[config.mk]
export PLATFORM = sky130hd
export DESIGN_NAME = div_result_bcd
export DESIGN_NICKNAME = d
export VERILOG_FILES = /design/src/rtl/div_result_bcd.sv
export SDC_FILE = /design/constraint.sdc
export NUM_CORES = 1
export LEC_CHECK = 0
export ABC_AREA = 1
export CORE_MARGIN = 2
export CORE_UTILIZATION = 44
export DETAILED_ROUTE_END_ITERATION = 10
export GPL_ROUTABILITY_DRIVEN = 0
export PLACE_DENSITY = 0.77
export SYNTH_ARGS = -nofsm -noshare
export SYNTH_HDL_FRONTEND = slang
export SYNTH_SLANG_ARGS = --single-unit
export TNS_END_PERCENT = 20
[constraint.sdc]
create_clock -name clk -period 1.89 [get_ports clk]
set_input_delay 0.378 -clock clk [delete_from_list [all_inputs] [get_ports clk]]
set_output_delay 0.378 -clock clk [all_outputs]
set_load 0.01 [all_outputs]
[src/rtl/div_result_bcd.sv]
// div_result_bcd
//
// Sequential binary-to-BCD converter that sits behind the combinational
// unsigned divider. It takes one quotient/remainder/error triple, converts
// quotient and remainder to packed BCD in parallel with shift-and-add-3
// (double dabble, one bit per clock), and holds the result for the readout
// stage.
//
// Handshakes (both sides): a transfer happens on a rising clk edge where
// valid && ready are both high. The producer keeps its payload stable from
// raising valid until that edge; ready carries no payload and may be high
// without valid (that is simply ignored).
//
// Ports:
//   clk, rst        single clock, synchronous active-high reset
//   in_valid/ready  input handshake; in_ready = (state == IDLE) && !rst
//   D, R, err       quotient, remainder, divide-by-zero flag from divider
//   out_valid/ready output handshake
//   D_bcd, R_bcd    packed BCD quotient/remainder, digit 0 in bits [3:0]
//   err_out         captured err, held with the result
//   busy            high while the conversion is shifting
module div_result_bcd #(
  parameter int Width  = 4,
  parameter int DIGITS = 2
) (
  input  logic                  clk,
  input  logic                  rst,
  input  logic                  in_valid,
  output logic                  in_ready,
  input  logic [Width-1:0]      D,
  input  logic [Width-1:0]      R,
  input  logic                  err,
  output logic                  out_valid,
  input  logic                  out_ready,
  output logic [4*DIGITS-1:0]   D_bcd,
  output logic [4*DIGITS-1:0]   R_bcd,
  output logic                  err_out,
  output logic                  busy
);

  localparam int BW = 4 * DIGITS;
  localparam int CW = $clog2(Width + 1);
  localparam logic [CW-1:0] CNT_LOAD = CW'(Width);
  localparam logic [CW-1:0] CNT_ONE  = CW'(1);

  typedef enum logic [1:0] {IDLE, SHIFT, DONE} state_t;

  state_t            state_q, state_d;
  logic [Width-1:0]  d_sh_q, d_sh_d;
  logic [Width-1:0]  r_sh_q, r_sh_d;
  logic [BW-1:0]     d_acc_q, d_acc_d;
  logic [BW-1:0]     r_acc_q, r_acc_d;
  logic [CW-1:0]     cnt_q, cnt_d;
  logic              out_valid_q, out_valid_d;
  logic              err_out_q, err_out_d;
  logic              busy_q, busy_d;
  logic [BW-1:0]     d_bcd_q, d_bcd_d;
  logic [BW-1:0]     r_bcd_q, r_bcd_d;

  // Correct every digit that would overflow past 9 after doubling. Digits
  // are independent: no carry propagates between them here.
  function automatic logic [BW-1:0] add3(input logic [BW-1:0] a);
    logic [BW-1:0] r;
    r = a;
    for (int i = 0; i < DIGITS; i++) begin
      if (a[4*i +: 4] >= 4'd5) r[4*i +: 4] = a[4*i +: 4] + 4'd3;
    end
    return r;
  endfunction

  assign in_ready  = (state_q == IDLE) && !rst;
  assign out_valid = out_valid_q;
  assign err_out   = err_out_q;
  assign busy      = busy_q;
  assign D_bcd     = d_bcd_q;
  assign R_bcd     = r_bcd_q;

  always_comb begin
    state_d     = state_q;
    d_sh_d      = d_sh_q;
    r_sh_d      = r_sh_q;
    d_acc_d     = d_acc_q;
    r_acc_d     = r_acc_q;
    cnt_d       = cnt_q;
    out_valid_d = out_valid_q;
    err_out_d   = err_out_q;
    busy_d      = busy_q;
    d_bcd_d     = d_bcd_q;
    r_bcd_d     = r_bcd_q;

    case (state_q)
      IDLE: begin
        if (in_valid && in_ready) begin
          d_sh_d    = D;
          r_sh_d    = R;
          d_acc_d   = '0;
          r_acc_d   = '0;
          cnt_d     = CNT_LOAD;
          err_out_d = err;
          if (err) begin
            // Error items skip conversion; out_valid follows one edge later
            // from the DONE state.
            state_d = DONE;
            d_bcd_d = '0;
            r_bcd_d = '0;
          end else begin
            state_d = SHIFT;
            busy_d  = 1'b1;
          end
        end
      end

      SHIFT: begin
        // Operand MSB shifts into accumulator bit 0.
        {d_acc_d, d_sh_d} = {add3(d_acc_q), d_sh_q} << 1;
        {r_acc_d, r_sh_d} = {add3(r_acc_q), r_sh_q} << 1;
        cnt_d = cnt_q - CNT_ONE;
        if (cnt_q == CNT_ONE) begin
          state_d     = DONE;
          d_bcd_d     = d_acc_d;
          r_bcd_d     = r_acc_d;
          out_valid_d = 1'b1;
          busy_d      = 1'b0;
        end
      end

      DONE: begin
        if (out_valid_q && out_ready) begin
          out_valid_d = 1'b0;
          state_d     = IDLE;
        end else begin
          out_valid_d = 1'b1;
        end
      end

      default: state_d = IDLE;
    endcase
  end

  always_ff @(posedge clk) begin
    if (rst) begin
      state_q     <= IDLE;
      d_sh_q      <= '0;
      r_sh_q      <= '0;
      d_acc_q     <= '0;
      r_acc_q     <= '0;
      cnt_q       <= '0;
      out_valid_q <= 1'b0;
      err_out_q   <= 1'b0;
      busy_q      <= 1'b0;
      d_bcd_q     <= '0;
      r_bcd_q     <= '0;
    end else begin
      state_q     <= state_d;
      d_sh_q      <= d_sh_d;
      r_sh_q      <= r_sh_d;
      d_acc_q     <= d_acc_d;
      r_acc_q     <= r_acc_d;
      cnt_q       <= cnt_d;
      out_valid_q <= out_valid_d;
      err_out_q   <= err_out_d;
      busy_q      <= busy_d;
      d_bcd_q     <= d_bcd_d;
      r_bcd_q     <= r_bcd_d;
    end
  end

endmodule

[Word-level counts from Yosys, hierarchy flattened]
Index checks and enable logic that the tools add are counted.
Storage, ports and cells
  input port bits: 13
  output and inout bits: 20
  logic and storage cells: 72
  flip-flop bits (word level): 48
Operators by class
  reductions and logical operators: 13
  muxes and demuxes: 31
  $lt $le $gt $ge: 4
  $add $sub $neg: 5
  equality and inequality tests: 8
Operators by type and width (count)
  $pmux W8 S2: 4
  $mux W8: 5
  $ge A4 B3 Y1 const B: 4
  $mux W4: 4
  $pmux W4 S2: 2
  $mux W3: 3
  $add A4 B2 Y4 const B: 2
  $mux W2: 4
  $ne A2 B2 Y1 const B: 4
  $reduce_and A4 Y1: 2
  $add A3 B2 Y3 const B: 2
  $pmux W2 S3: 1
  $pmux W3 S2: 1
  $reduce_and A2 Y1: 3
  $mux W1: 5
  $pmux W1 S2: 2
  $reduce_bool A2 Y1: 2
  $eq A3 B1 Y1 const B: 1
  $logic_and A1 B1 Y1: 3
  $reduce_and A3 Y1: 1
  $sub A3 B1 Y3 const B: 1
  $eq A2 B1 Y1 const B: 1
  $eq A2 B2 Y1 const B: 1
  $logic_not A2 Y1: 1
  other kinds (2): 2

[Logic depth before layout (Yosys ltp)]
  depth after elaboration: 5
  mapped depth: 10
  mapped depth without buffers: 10

[Worst setup path before layout]
No wires, ideal clock.
  path type: reg-to-reg
  start point: reg cnt_q[1]
  end point: reg r_bcd_q[7] (netlist: R_bcd[7])
  period minus slack after synthesis: 1266 ps
  required time: 1775 ps
  setup slack: 624 ps
  cell stages (with the launch flop): 10
  buffers on the path: 1
  library setup time: 115 ps
  data arrival time: 1151 ps
  path through: dfxtp_1 > inv_1 > ha_1 > nand2_1 > nand2_1 > nand3_4 > inv_4 > buf_6 > o21ai_1 > nor2_1
Between the ends
  word-level cells in the longest chain between the ends: 3
RTL lines
  from (decl): line 53  | logic [CW-1:0] cnt_q, cnt_d;
  from (signal assigned): line 159  | cnt_q <= cnt_d;
  $eq A3 B1 Y1: line 118  | if (cnt_q == CNT_ONE) begin
  $ne A2 B2 Y1 (no line)
  $reduce_and A4 Y1 (no line)
  to (signal assigned): line 164  | r_bcd_q <= r_bcd_d;
  to (decl): line 58  | logic [BW-1:0] r_bcd_q, r_bcd_d;
No other way between the ends.
A chain may end at the register's enable or synchronous reset.

[Worst setup path in the final report]
  start point: reg state_q[1]
  end point: out in_ready
Between the ends
  word-level cells in the longest chain between the ends: 2
RTL lines
  from (decl): line 48  | state_t state_q, state_d;
  from (signal assigned): line 154  | state_q <= state_d;
  $logic_not A2 Y1: line 71  | assign in_ready = (state_q == IDLE) && !rst;
  $logic_and A1 B1 Y1: line 71
  to (decl): line 29  | output logic in_ready,
No other way between the ends.

==> flow_summary_export.csv <==
group,metric,value,unit
logic_synthesis,post_synth_and_or_nand_nor_area_fraction,28.1,%
logic_synthesis,arithmetic_cell_share_of_the_synthesized_area_counting_full_adders_half_adders_and_majority_gates,5.32,%
worst_hold_path,hold_class,"flop to flop",
grt,grt.met1_usage,21.0,%
clock_tree,cts.clk_slew.worst_paths,0.08,ns
die,floorplan.core_area,0.00514,mm2
sta,grt_setup_unrepaired,"no",
detailed_routing,postRouteWirelength,4970,um
place,place.detailed.hpwl,3610,um
die,chipHeight,77.1,um
logic_synthesis,netlist_instances,339,
place,buffer_ports.inserted,32,
sta,final.setup.tns,0,ns
clock_tree,clock_tree_from_tritoncts,"yes",
clock_tree,hold_buf_cts,0,
logic_synthesis,muxShareOfSynthArea,0,%
critical_path,setup.worst_path.class,"flop to output pin",
place,placed_area,0.00278,mm2
pwr,powerDensity,809,mW/mm2
detailed_routing,remaining_drc_errors,0,
logic_synthesis,ys_seq_elements,48,
sta,worst_clock_skew_on_the_final_layout,0.00893,ns
detailed_routing,post_drt_via_cell_ratio,4.88,
grt,grt_remaining_overflow,0,
sta,maxClockFrequency,597,MHz
sta,report.final.hold_viol_count,0,
logic_synthesis,yosys_warnings,0,
pwr,total_power,2.35,mW
critical_path,worst_setup_path_end_kind,"output pin",
final_layout,layout-drive-gt1-share,7.43,%
status,run_status,"completed",
detailed_routing,route.detailed.wl_per_inst,11.1,um
die,initial_utilization,45.8,%
detailed_routing,vias,2182,
grt,grt_first_pass_wirelength,8810,um
pwr,net-switching-power,0.607,mW
logic_synthesis,netlist_area,0.00235,mm2
final_layout,final_util,56.5,%
logic_synthesis,share_of_the_synthesized_area_in_compound_gates_ao_oa_aoi_oai,13.9,%
grt,initial_antenna_violation_count,0,
logic_synthesis,yosysSeqAreaShare,40.8,%
critical_path,worstPathArrival,1.30,ns
pwr,vdd.ir_drop.worst,414,uV
die,num_io_pins,33,
critical_path,cp_max_fo,6,
final_layout,final_common_cell,"nand2_1",
critical_path,startpoint_type,"flop",
clock_tree,cts_buffer_depth,2,
detailed_routing,drt-initial-drc-count,72,
sta,timing.slew.headroom,81.6,%
clock_tree,cts_setup_buffers,0,
sta,min_period,1.68,ns
pwr,power.sequential.fraction,47.5,%
critical_path,worstPathRequired,1.51,ns
pwr,netSwitchingFraction,25.9,%
sta,timing_worst_slew_pin_value,0.275,ns
final_layout,layout_common_cells,"nand2_1, inv_1, dfxtp_1",
clock_tree,ctsHtreeMaxLevel,2,
logic_synthesis,yosys.cell_types.count,30,
clock_tree,clock_insertion_delay_worst_skew,0.31,ns
grt,first_global_vias,2036,
grt,grt_use_met2,32.0,%
clock_tree,tritoncts.num_buffers,5,
grt,groute.usage.overall,18.1,%
detailed_routing,detailedRoute.firstPassIterationCount,4,
sta,timing_max_transition_violations_final,0,
sta,fin_worst_hold_slack,0.453,ns
final_layout,diodes,0,
final_layout,finalNetCount,399,
final_layout,fin_area,0.00290,mm2
grt,grt.met3_usage,4.35,%
sta,setup_viol_count_final,0,
run,cap_viol_max_count,0,
pwr,clock_power_share,34.3,%
clock_tree,tritoncts_num_sinks,48,
logic_synthesis,synth_area_per_cell,6.94,um2
clock_tree,cts_root_buffer,"clkbuf_8",
logic_synthesis,synth-xor-area-share,0.372,%
pwr,share_comb_of_total_power,18.2,%
die,dieArea,0.00595,mm2
logic_synthesis,postSynthNetCount,362,
die,floorplan.die.width,77.1,um
final_layout,synthToLayoutAreaGrowth,23.3,%
grt,grt_max_degree,24,
sta,ratio_of_final_minimum_period_to_clock_period,88.7,%
pwr,cell_internal_pwr,1.74,mW
logic_synthesis,main_combinational_cell_family_by_area_after_synthesis,"simple AND/OR/NAND/NOR gates",
grt,grt.busiest_layer,"met2",
detailed_routing,postRouteAntennaNets,0,
die,std_cell_rows,26,
pwr,p_leak,1.28,nW
==> layer usage <==
| layer | up-vias | routed length, um |
|---|---|---|
| met3 | 10 | 167 |
| met1 | 995 | 2200 |
| met4 | 0 | 81 |
| met2 | 38 | 2520 |
| met5 | - | 0 |
| li1 | 1139 | - |
==> path summary, 6_finish.rpt <==
kind	start	to	slack (ns)	cells after the start
hold / removal	r_sh_q[2]	r_sh_q[2]	0.45	2
hold reg to reg	r_sh_q[2]	r_sh_q[2]	0.45	2
setup reg to reg	state_q[0]	D_bcd[4]	0.38	7
setup / recovery	state_q[1]	in_ready	0.21	4
==> layout make-up <==
class	count	area, um2
fillers	498	2240
multi-input cells	227	1120
flip-flops and latches	48	961
repair buffers	42	407
inverters	52	198
clock buffers	7	96.3
well taps	70	87.6
clock inverters	1	30.0
==> critical path, cell delays in order, from the launching register on <==
cell	delay, ns
dfxtp_1	0.47
inv_1	0.12
nand2_1	0.08
nor2_1	0.04
dlygate4sd2_1	0.28
==> cells in the mapped netlist, drive strengths merged <==
cell	instances	share of area, %
buf	8	2.4
and2	1	0.27
nand4	8	2.1
nand2	88	14
nor2	37	6.2
dfxtp	48	41
o22ai	1	0.27
o21a	2	0.64
clkbuf	4	0.64
o211ai	1	0.32
nand3	19	4.8
or2	1	0.27
ha	10	5.3
o21ai	22	4.8
a21oi	35	7.4
xor2	1	0.37
inv	52	8.4
o211a	1	0.43
==> flip-flops by register name, indices dropped and copies added, names as in the netlist <==
| name | flops |
|---|---|
| cnt_q | 3 |
| busy | 1 |
| D_bcd | 8 |
| d_acc_q | 8 |
| r_sh_q | 4 |
| d_sh_q | 4 |
| R_bcd | 8 |
| out_valid | 1 |
| r_acc_q | 8 |
| err_out | 1 |
| state_q | 2 |
==> power groups by stage <==
stage               registers (mW)  logic (mW)  clock network (mW)
floorplan                     1.15       0.239                   0
global placement              1.14       0.422                   0
detailed placement            1.14       0.433                   0
CTS                           1.12       0.432               0.818
global route                  1.12       0.484               0.865
finish                        1.12       0.428               0.806
==> kinds of logic (layout without fill, tap and decap cells) <==
family / count (synthesis) / count (layout)
xor+xnor: 1 / 1
flops: 48 / 48
compound gates: 62 / 62
simple gates: 154 / 154
buf+inv: 64 / 102
fa+ha+maj: 10 / 10
==> stage by stage <==
stage	instances	setup WS, ns
4_1_cts	447	0.213
6_report	447	0.214
3_3_place_gp	439	0.00351
5_1_grt	447	0.151
2_1_floorplan	339	0.624
3_5_place_dp	439	-0.0537
==> what timing repair did <==
action | 4_1_cts | 5_1_grt
setup endpoints to repair | 1 | 0
resized for setup | 1 | 0
endpoints found under the hold margin | 0 | 0
No activity file was read; power rests on OpenSTA's default activity.
